`src/rtl/vc_rr_stream_arbiter.sv`:
```
`default_nettype none
// ============================================================================
// Module   : vc_rr_stream_arbiter
// Purpose  : Round-robin arbiter sharing one val/rdy output stream between
//            p_nreqs input streams. Drives the select of an internal N:1
//            message mux and locks the grant while the output is
//            back-pressured, so every message is transferred intact.
// Ports    : clk      - clock, rising edge
//            reset    - asynchronous active-high reset
//            in_val   - per-requester valid          [p_nreqs]
//            in_rdy   - per-requester ready          [p_nreqs]
//            in_msg   - flattened messages, req i at [i*p_nbits +: p_nbits]
//            out_val  - output valid
//            out_rdy  - output ready
//            out_msg  - message of the granted requester [p_nbits]
//            grant    - one-hot grant, zero when nothing granted [p_nreqs]
//            sel      - granted index, holds last value when idle [p_sbits]
// Revision : 1.0 - initial release
// ============================================================================
module vc_rr_stream_arbiter #(
    parameter  int p_nbits = 32,
    parameter  int p_nreqs = 4,
    localparam int p_sbits = (p_nreqs > 1) ? $clog2(p_nreqs) : 1
) (
    input  logic                       clk,
    input  logic                       reset,
    input  logic [p_nreqs-1:0]         in_val,
    output logic [p_nreqs-1:0]         in_rdy,
    input  logic [p_nreqs*p_nbits-1:0] in_msg,
    output logic                       out_val,
    input  logic                       out_rdy,
    output logic [p_nbits-1:0]         out_msg,
    output logic [p_nreqs-1:0]         grant,
    output logic [p_sbits-1:0]         sel
);

    localparam logic       c_ST_OPEN   = 1'b0;
    localparam logic       c_ST_LOCKED = 1'b1;
    localparam logic [p_sbits:0] c_N_EXT = (p_sbits+1)'(p_nreqs);

    logic               state_q,    state_d;
    logic [p_sbits-1:0] prio_q,     prio_d;
    logic [p_sbits-1:0] lock_idx_q, lock_idx_d;
    logic [p_sbits-1:0] sel_hold_q, sel_hold_d;

    logic [p_nreqs-1:0] w_val_rot;
    logic               w_found;
    logic [p_sbits-1:0] w_off;
    logic [p_sbits:0]   w_sum;
    logic [p_sbits-1:0] w_scan_idx;
    logic [p_sbits-1:0] w_winner;
    logic               w_have;
    logic [p_nreqs-1:0] w_onehot;
    logic               w_out_val;
    logic [p_nbits-1:0] w_msg;
    logic [p_sbits:0]   w_inc;

    // Arbitration datapath: rotate valids so bit 0 is the priority holder,
    // find the first set bit, then rotate the offset back to an index.
    always_comb begin
        w_val_rot = p_nreqs'({in_val, in_val} >> prio_q);
        w_found   = 1'b0;
        w_off     = '0;
        for (int k = p_nreqs - 1; k >= 0; k--) begin
            if (w_val_rot[k]) begin
                w_found = 1'b1;
                w_off   = p_sbits'(k);
            end
        end
        w_sum      = {1'b0, prio_q} + {1'b0, w_off};
        w_scan_idx = (w_sum >= c_N_EXT) ? p_sbits'(w_sum - c_N_EXT) : p_sbits'(w_sum);
        // Under a lock the held requester wins even if its val has dropped.
        w_winner   = (state_q == c_ST_LOCKED) ? lock_idx_q : w_scan_idx;
        w_have     = (state_q == c_ST_LOCKED) || w_found;
        w_onehot   = '0;
        w_msg      = '0;
        for (int i = 0; i < p_nreqs; i++) begin
            if (w_have && (w_winner == p_sbits'(i))) begin
                w_onehot[i] = 1'b1;
                w_msg       = in_msg[i*p_nbits +: p_nbits];
            end
        end
        w_out_val = |(in_val & w_onehot);
        w_inc     = {1'b0, w_winner} + (p_sbits+1)'(1);
    end

    // State register
    always_ff @(posedge clk or posedge reset) begin
        if (reset) begin
            state_q    <= c_ST_OPEN;
            prio_q     <= '0;
            lock_idx_q <= '0;
            sel_hold_q <= '0;
        end else begin
            state_q    <= state_d;
            prio_q     <= prio_d;
            lock_idx_q <= lock_idx_d;
            sel_hold_q <= sel_hold_d;
        end
    end

    // Next-state logic
    always_comb begin
        state_d    = state_q;
        prio_d     = prio_q;
        lock_idx_d = lock_idx_q;
        sel_hold_d = sel_hold_q;
        if (w_have) begin
            sel_hold_d = w_winner;
        end
        if (w_out_val && out_rdy) begin
            prio_d  = (w_inc == c_N_EXT) ? '0 : w_inc[p_sbits-1:0];
            state_d = c_ST_OPEN;
        end else if (w_out_val) begin
            state_d    = c_ST_LOCKED;
            lock_idx_d = w_winner;
        end
    end

    // Outputs; forced to zero while reset is asserted, independent of clk.
    always_comb begin
        out_val = 1'b0;
        out_msg = '0;
        grant   = '0;
        in_rdy  = '0;
        sel     = '0;
        if (!reset) begin
            out_val = w_out_val;
            out_msg = w_msg;
            grant   = w_onehot;
            in_rdy  = w_onehot & {p_nreqs{out_rdy}};
            sel     = w_have ? w_winner : sel_hold_q;
        end
    end

endmodule
`default_nettype wire

```
`config.mk`:
```
export PLATFORM = sky130hd
export DESIGN_NAME = vc_rr_stream_arbiter
export DESIGN_NICKNAME = d
export VERILOG_FILES = /design/src/rtl/vc_rr_stream_arbiter.sv
export SDC_FILE = /design/constraint.sdc
export NUM_CORES = 1
export LEC_CHECK = 0
export CAP_MARGIN = 20
export CORE_AREA = 3 3 78 80
export CTS_BUF_LIST = sky130_fd_sc_hd__clkbuf_16
export CTS_CLUSTER_DIAMETER = 30
export CTS_CLUSTER_SIZE = 10
export DETAILED_ROUTE_END_ITERATION = 10
export DIE_AREA = 0 0 81 83
export PLACE_DENSITY = 0.83
export SLEW_MARGIN = 40
export SYNTH_ARGS = -nofsm -noshare
export SYNTH_HDL_FRONTEND = slang
export SYNTH_SLANG_ARGS = --single-unit
```
`constraint.sdc`:
```
create_clock -name clk -period 7.75 [get_ports clk]
set_input_delay 1.55 -clock clk [delete_from_list [all_inputs] [get_ports clk]]
set_output_delay 1.55 -clock clk [all_outputs]
set_load 0.05 [all_outputs]
```
==> results.json, run 1 <==
{
  "status": "finished clean",
  "die_width_um": 81,
  "cts_tree": "yes",
  "ys_seq_area_share_pct": 10.11,
  "wire_per_inst_um": 18.98,
  "fill_cells": 488,
  "synth-async-reset-ratio_pct": 100.0,
  "post_cts_buffers": 0,
  "layout_commonest_cell": "clkdlybuf4s50_1",
  "critPathKind": "primary input to output pin",
  "die_y_um": 83,
  "grt_max_degree": 35,
  "layout_common_cells": "clkdlybuf4s50_1, nand2_1, buf_4",
  "clock_sinks": 7,
  "postSynthAreaPerCell_um2": 6.932,
  "cap_viol_max_count": 0,
  "critPathLaunchType": "primary input",
  "cp.arrival_ns": 5.75,
  "synth.distinct_cells": 40,
  "antenna_found_initial": 0,
  "fmax_mhz": 136.9,
  "ioPinCount": 178,
  "place_congestion": 0.8783,
  "netlist_instances": 250,
  "die-area_um2": 6723,
  "slowest_stage": "clkdlybuf4s50_1",
  "clk_pin_slew_worst_paths_ns": 0.04,
  "final_cells": 480,
  "hold_buffers": 0,
  "fin_crit_sh_pct": 94.24,
  "core-area_um2": 5473,
  "synth_nets": 390,
  "slowest_delay_ns": 0.64,
  "fin_tns_setup_ns": 0,
  "synth.cell_area_um2": 1733,
  "skew_ns": 0.001366,
  "grt_overflow": 0,
  "timing.critical_path.buf_inv": 4,
  "final_layout_size_suffix_gt1_share_pct": 15.20,
  "nNetsFinal": 549,
  "grt_first_pass_wirelength_um": 13610,
  "drt-pass1-iter-count": 5,
  "remaining_drc_errors": 0,
  "clockBufferDepth": 2,
  "grt_usage_pct": 25.19,
  "synth_warnings": 0,
  "n_antenna_cell": 0,
  "cts_made_buffers": 3,
  "hold_viol_final": 0,
  "clkLatencyLatePin_ns": 0.23,
  "critPathMaxFanout": 15,
  "vias": 2682,
  "finalSetupViolCount": 0,
  "dp.cells": 475,
  "initial_core_util_pct": 31.66,
  "htreeDepth": 1,
  "drt_iter0_markers": 126,
  "synth_seq_cells": 7,
  "critPathCaptureType": "output pin",
  "finalMaxSlewViolations": 0,
  "timing.slew.headroom_pct": 48.64,
  "numPortBuffers": 177,
  "final_util_pct": 64.81,
  "synth.area.top_cells": "a221o_1, o211ai_1, dfrtp_1",
  "ys_dominant_reg_cell": "dfrtp_1",
  "hp-class": "flop to flop",
  "area_growth_pct": 104.7,
  "ctsResizeCount": 0,
  "rows": 27,
  "synth_largest_area_cell": "a221o_1",
  "first_global_vias": 2517,
  "required_ns": 6.20,
  "cts_root_buf": "clkbuf_16",
  "postRouteAntennaNets": 0,
  "via_per_inst": 5.588,
  "wirelength_um": 9109,
  "holdWs_ns": 0.5040,
  "path_delay_family": "buffers and inverters",
  "dp_hpwl_um": 7098,
  "worstMarginPinSlew_ns": 0.7605,
  "rsz0062_at_grt": "false",
  "crit_chain": "clkdlybuf4s50_1 > inv_1 > o21ai_0 > a21oi_1 > o31a_2 > ha_1 > xnor2_1 > nand2_1 > or4_1 > and3_1 > ha_1 > nor2b_2 > buf_4 > a221o_1 > o211ai_1 > a21oi_1 > buf_4",
  "finalCriticalPeriod_ns": 7.303,
  "synth_top_area_share_pct": 18.48,
  "synth_edf_count": 0
}
## per-stage QoR
step / cell area, um^2 / worst slack [ns]
global placement: 3457 / 0.6211
detailed placement: 3457 / 0.5196
finish: 3547 / 0.4467
CTS: 3536 / 0.4997
global route: 3547 / 0.1141
floorplan: 1733 / 0.8406
## cells by family (layout without fill, tap and decap cells)
| kind of cell | after synthesis | count (layout) | share of synthesized area, % |
|---|---|---|---|
| simple gates | 71 | 71 | 18.56 |
| compound gates | 118 | 118 | 51.99 |
| mux | 7 | 7 | 4.332 |
| flops | 7 | 7 | 10.11 |
| xor+xnor | 1 | 1 | 0.5055 |
| buf+inv | 41 | 199 | 10.90 |
| fa+ha+maj | 5 | 5 | 3.610 |
## sequential cells by signal (all words and copies together), names as in the netlist
register / cells
state_q: 1
sel_hold_q: 2
prio_q: 2
lock_idx_q: 2
## routing by layer
| layer | wire, um | vias up | GRT usage, % | part of all wire, % |
|---|---|---|---|---|
| met5 | 0 | - | 0 | 0 |
| met4 | 114 | 0 | 4.301 | 1.3 |
| met3 | 983 | 11 | 8.134 | 11 |
| met2 | 4484 | 115 | 43.99 | 49 |
| met1 | 3526 | 1257 | 29.88 | 39 |
| li1 | - | 1299 | - | - |
## path summary, 6_finish.rpt
path	cells past startpoint	to	slack, ns	startpoint
min in group asynchronous	2	lock_idx_q[1]	1.73	reset
worst min register to register	1	lock_idx_q[0]	0.50	lock_idx_q[0]
worst min-delay path	1	lock_idx_q[0]	0.50	lock_idx_q[0]
max in group asynchronous	2	prio_q[0]	5.72	reset
worst max-delay path	17	out_msg[31]	0.45	in_val[0]
worst max register to register	15	prio_q[1]	3.63	prio_q[1]
## worst reg2reg max path, delay by kind of cell, from the launching register on
family	cells	cell delay (ns)
mux	1	0.35
simple gates	5	1.10
flops	1	0.48
buf+inv	2	0.49
fa+ha+maj	2	0.56
compound gates	4	0.68
xor+xnor	1	0.35
## final cells by class
class                      count  area (um^2)  share of cell area [%]
sequential                     7        175.2                   4.938
multi-input combinational    202         1385                   39.05
inverter                      10        37.54                   1.058
tap                           72        90.09                   2.540
timing repair buffer         185         1780                   50.19
clock buffer                   3        75.07                   2.116
clock inverter                 1        3.754                  0.1058
## cells in the mapped netlist (3+ instances only)
cell type  count
dfrtp_1        7
nor2_1        12
a21oi_1       33
mux2_2         4
mux2i_1        3
clkbuf_1      22
nand2_1       41
o211ai_1      33
o221ai_1       4
o21ai_0        3
inv_1         10
buf_2          4
o31ai_1        3
ha_1           5
a221o_1       32
or4_1          3
Power of run 1 is left out: the tool's default activity adds up to more than one toggle a clock period on the data nets, which glitch-free logic cannot reach.
==> run 2, diff against run 1 <==
--- a/config.mk
+++ b/config.mk
@@ -6,12 +6,14 @@
 export NUM_CORES = 1
 export LEC_CHECK = 0
 export CAP_MARGIN = 20
-export CORE_AREA = 3 3 78 80
+export CELL_PAD_IN_SITES_DETAIL_PLACEMENT = 1
+export CELL_PAD_IN_SITES_GLOBAL_PLACEMENT = 1
+export CORE_AREA = 4 4 99 101
 export CTS_BUF_LIST = sky130_fd_sc_hd__clkbuf_16
 export CTS_CLUSTER_DIAMETER = 30
 export CTS_CLUSTER_SIZE = 10
 export DETAILED_ROUTE_END_ITERATION = 10
-export DIE_AREA = 0 0 81 83
+export DIE_AREA = 0 0 103 105
 export PLACE_DENSITY = 0.83
 export SLEW_MARGIN = 40
 export SYNTH_ARGS = -nofsm -noshare
==> run 2 against run 1 <==
Utilization down 25 points; count of clock-buffer cells in the layout stayed put; register-to-register slack better by 0.15 ns; largest cell class unchanged.
==> results.json, run 2 (synthesis results as in run 1) <==
{
  "via_per_inst": 5.331,
  "clk_pin_slew_worst_paths_ns": 0.04,
  "final_cells": 520,
  "dp.cells": 516,
  "core-area_um2": 9021,
  "timing.slew.headroom_pct": 54.47,
  "htreeDepth": 1,
  "critPathCaptureType": "output pin",
  "required_ns": 6.20,
  "area_growth_pct": 107.8,
  "antenna_found_initial": 0,
  "worstMarginPinSlew_ns": 0.6741,
  "critPathMaxFanout": 32,
  "finalMaxSlewViolations": 0,
  "vias": 2772,
  "path_delay_family": "compound AO/OA/AOI/OAI gates",
  "cts_made_buffers": 3,
  "ff_latch_area_um2": 175.2,
  "clkLatencyLatePin_ns": 0.23,
  "numPortBuffers": 177,
  "setup_ws_ns": 0.5586,
  "status": "finished clean",
  "top_regs": "lock_idx_q x2, prio_q x2, sel_hold_q x2",
  "multiInputGateArea_um2": 1385,
  "ctsResizeCount": 0,
  "dp_hpwl_um": 8409,
  "timing.critical_path.buf_inv": 4,
  "cts_tree": "yes",
  "hold_buffers": 0,
  "grt_max_degree": 36,
  "initial_core_util_pct": 19.21,
  "post_cts_buffers": 0,
  "hold_viol_final": 0,
  "fill_cells": 1111,
  "fin_crit_sh_pct": 92.79,
  "die_width_um": 103,
  "critPathLaunchType": "primary input",
  "postRouteAntennaNets": 0,
  "grt_first_pass_wirelength_um": 15400,
  "fmax_mhz": 139.1,
  "clock_sinks": 7,
  "finalCriticalPeriod_ns": 7.191,
  "remaining_drc_errors": 0,
  "clockBufferDepth": 2,
  "critPathKind": "primary input to output pin",
  "slowest_stage": "clkdlybuf4s50_1",
  "wirelength_um": 10600,
  "hp-class": "flop to flop",
  "place_congestion": 0.8827,
  "die_y_um": 105,
  "grt_usage_pct": 17.80,
  "n_antenna_cell": 0,
  "wire_per_inst_um": 20.38,
  "ioPinCount": 178,
  "nNetsFinal": 550,
  "rows": 35,
  "holdWs_ns": 0.5057,
  "finalSetupViolCount": 0,
  "crit_chain": "clkdlybuf4s50_1 > inv_1 > o21ai_0 > a21oi_1 > o31a_2 > ha_1 > xnor2_1 > nand2_1 > or4_1 > and3_1 > ha_1 > nor2b_2 > buf_4 > a221o_1 > o211ai_1 > a21oi_1 > buf_4",
  "grt_overflow": 0,
  "fin_tns_setup_ns": 0,
  "rsz0062_at_grt": "false",
  "post-place-ws_ns": 0.5885,
  "cp.arrival_ns": 5.64,
  "final_layout_size_suffix_gt1_share_pct": 15.40,
  "drt-pass1-iter-count": 4,
  "die-area_um2": 10820,
  "layout_commonest_cell": "clkdlybuf4s50_1",
  "skew_ns": 0.002574,
  "drt_iter0_markers": 77,
  "cap_viol_max_count": 0,
  "slowest_delay_ns": 0.66,
  "first_global_vias": 2919,
  "cts_root_buf": "clkbuf_16",
  "layout_common_cells": "clkdlybuf4s50_1, buf_4, nand2_1"
}
run 2: cell types whose count changed in the layout (fill, tap and decap cells not counted), sizes merged:
cell / delta
inv: -1
clkinv: +1
buf: +1
run 2: area by class of cell:
cell class              count  area share, %
repair buffers            186          49.55
multi-input cells         202          38.46
flip-flops and latches      7          4.864
well taps                 111          3.857
clock buffers               3          2.085
inverters                  10          1.042
clock inverters             1         0.1390
run 2: path summary, 6_finish.rpt:
kind,from,to,slack (ns),cells after the start
worst min-delay path,sel_hold_q[0],sel_hold_q[0],0.51,1
worst max register to register,prio_q[1],prio_q[1],3.78,15
worst max-delay path,in_val[0],out_msg[0],0.56,17
min in group asynchronous,reset,lock_idx_q[0],1.74,2
max in group asynchronous,reset,sel_hold_q[1],5.70,2
worst min register to register,sel_hold_q[0],sel_hold_q[0],0.51,1
run 2: routing by layer:
layer	global-route usage [%]	part of all wire (%)
met1	21.18	41
met2	30.93	47
met3	3.805	9.1
met4	6.105	3.3
met5	0	0
run 2: stage by stage:
step | area [um^2] | util [%]
global placement | 3513 | 38.95
CTS | 3601 | 39.92
detailed placement | 3521 | 39.03
global route | 3601 | 39.92
finish | 3601 | 39.92
floorplan | 1733 | -
Power of run 2 is left out for the same reason.
==> run 3, diff against run 2 <==
--- a/config.mk
+++ b/config.mk
@@ -8,12 +8,12 @@
 export CAP_MARGIN = 20
 export CELL_PAD_IN_SITES_DETAIL_PLACEMENT = 1
 export CELL_PAD_IN_SITES_GLOBAL_PLACEMENT = 1
-export CORE_AREA = 4 4 99 101
+export CORE_AREA = 2 2 97 99
 export CTS_BUF_LIST = sky130_fd_sc_hd__clkbuf_16
 export CTS_CLUSTER_DIAMETER = 30
 export CTS_CLUSTER_SIZE = 10
 export DETAILED_ROUTE_END_ITERATION = 10
-export DIE_AREA = 0 0 103 105
+export DIE_AREA = 0 0 99 101
 export PLACE_DENSITY = 0.83
 export SLEW_MARGIN = 40
 export SYNTH_ARGS = -nofsm -noshare
==> run 3 against run 2 <==
Worst hold slack gained 0.0024 ns; count of clock-buffer cells in the layout is the same; maximum frequency shrank 0.12%; highest routed layer unchanged.
==> results.json, run 3 (synthesis results as in run 1) <==
{
  "grt_first_pass_wirelength_um": 15360,
  "critPathMaxFanout": 21,
  "dp_hpwl_um": 7920,
  "critPathKind": "primary input to output pin",
  "finalMaxSlewViolations": 0,
  "initial_core_util_pct": 19.30,
  "fin_tns_setup_ns": 0,
  "critPathLaunch": "in_val[0]",
  "top_regs": "lock_idx_q x2, prio_q x2, sel_hold_q x2",
  "core-area_um2": 8977,
  "multiInputGateArea_um2": 1388,
  "first_global_vias": 2959,
  "r2r_end": "prio_q[1]",
  "worstHoldPathCells": 1,
  "rows": 35,
  "hold_end": "lock_idx_q[0]",
  "die_y_um": 101,
  "worstMarginPinSlew_ns": 0.8459,
  "required_ns": 6.20,
  "cp.arrival_ns": 5.65,
  "via_per_inst": 5.301,
  "remaining_drc_errors": 0,
  "hp-class": "flop to flop",
  "fill_cells": 1084,
  "reg2reg_from": "prio_q[1]",
  "clkLatencyLatePin_ns": 0.23,
  "grt_overflow": 0,
  "critPathLaunchType": "primary input",
  "layout_commonest_cell": "clkdlybuf4s50_1",
  "layout_common_cells": "clkdlybuf4s50_1, nand2_1, buf_4",
  "postRouteAntennaNets": 0,
  "finalCriticalPeriod_ns": 7.200,
  "hold_buffers": 0,
  "grt_usage_pct": 18.85,
  "wire_per_inst_um": 19.49,
  "skew_ns": 0.001444,
  "ioPinCount": 178,
  "htreeDepth": 1,
  "place_congestion": 0.8687,
  "critPathCaptureType": "output pin",
  "hp-start": "lock_idx_q[0]",
  "cts_tree": "yes",
  "die_width_um": 99,
  "finalSetupViolCount": 0,
  "post_cts_buffers": 0,
  "final_cells": 518,
  "timing.slew.headroom_pct": 42.87,
  "drt_iter0_markers": 57,
  "clockBufferDepth": 2,
  "fmax_mhz": 138.9,
  "final_util_pct": 39.99,
  "fin_crit_sh_pct": 92.90,
  "rsz0062_at_grt": "false",
  "reg2reg_depth": 13,
  "area_growth_pct": 107.1,
  "cts_made_buffers": 3,
  "numPortBuffers": 177,
  "dp.cells": 514,
  "die-area_um2": 9999,
  "nNetsFinal": 548,
  "drt-pass1-iter-count": 4,
  "cap_viol_max_count": 0,
  "grt_max_degree": 37,
  "clock_sinks": 7,
  "wirelength_um": 10100,
  "n_antenna_cell": 0,
  "hold_viol_final": 0,
  "reg2reg_slack_ns": 3.66,
  "vias": 2746,
  "final_layout_size_suffix_gt1_share_pct": 14.99,
  "cts_root_buf": "clkbuf_16",
  "clk_pin_slew_worst_paths_ns": 0.03,
  "antenna_found_initial": 0,
  "status": "finished clean",
  "ff_latch_area_um2": 175.2
}
-- run 3: cell types whose count changed in the layout (fill, tap and decap cells not counted), sizes merged --
| cell | before | now |
|---|---|---|
| clkinv | 1 | 0 |
| inv | 10 | 11 |
| dlymetal6s2s | 0 | 1 |
| buf | 46 | 44 |
| clkdlybuf4s50 | 140 | 139 |
-- run 3: final cells by class --
cell class	count	area share [%]
Inverter	10	1.046
Clock buffer	3	2.091
Multi-Input combinational cell	202	38.65
Sequential cell	7	4.880
Clock inverter	1	0.1046
Timing Repair Buffer	184	49.36
Tap cell	111	3.869
-- run 3: worst max-delay path by stage --
stage / to / cells after the start / slack, ns
6_report: out_msg[20] / 17 / 0.55
2_1_floorplan: out_msg[21] / 18 / 0.84
4_1_cts: out_msg[20] / 17 / 0.42
3_3_place_gp: out_msg[31] / 17 / 0.57
3_5_place_dp: out_msg[28] / 17 / 0.43
5_1_grt: out_msg[20] / 17 / 0.09
-- run 3: timing repair --
item	in CTS	in global routing
endpoints found under the setup margin	0	14
endpoints found under the hold margin	0	0
resized for setup	0	2
-- run 3: worst max-delay path: stages --
cell and delay, ns:
clkdlybuf4s50_1 0.65, inv_1 0.11, o21ai_0 0.18, a21oi_1 0.09, o31a_2 0.33, ha_1 0.19
xnor2_1 0.37, nand2_1 0.11, or4_1 0.43, and3_1 0.22, ha_2 0.27, nor2b_2 0.15
buf_4 0.26, a221o_1 0.19, o211ai_1 0.09, a21oi_1 0.22, buf_4 0.23
-- run 3: metrics by stage --
step	setup slack [ns]	hold slack, ns	area, um^2
2_1_floorplan	0.8406	0.4749	1733
3_3_place_gp	0.5688	0.4862	3506
3_5_place_dp	0.4302	0.5001	3506
4_1_cts	0.4215	0.5107	3585
5_1_grt	0.08710	0.5290	3590
6_report	0.5502	0.5081	3590
-- run 3: metal layers --
metal / track usage [%] / up-vias / part of all wire (%)
met5: 0 / - / 0
met2: 34.46 / 124 / 50
met1: 22.44 / 1309 / 40
met3: 3.606 / 17 / 7.4
li1: - / 1296 / -
met4: 5.163 / 0 / 2.3
Power of run 3 is left out for the same reason.
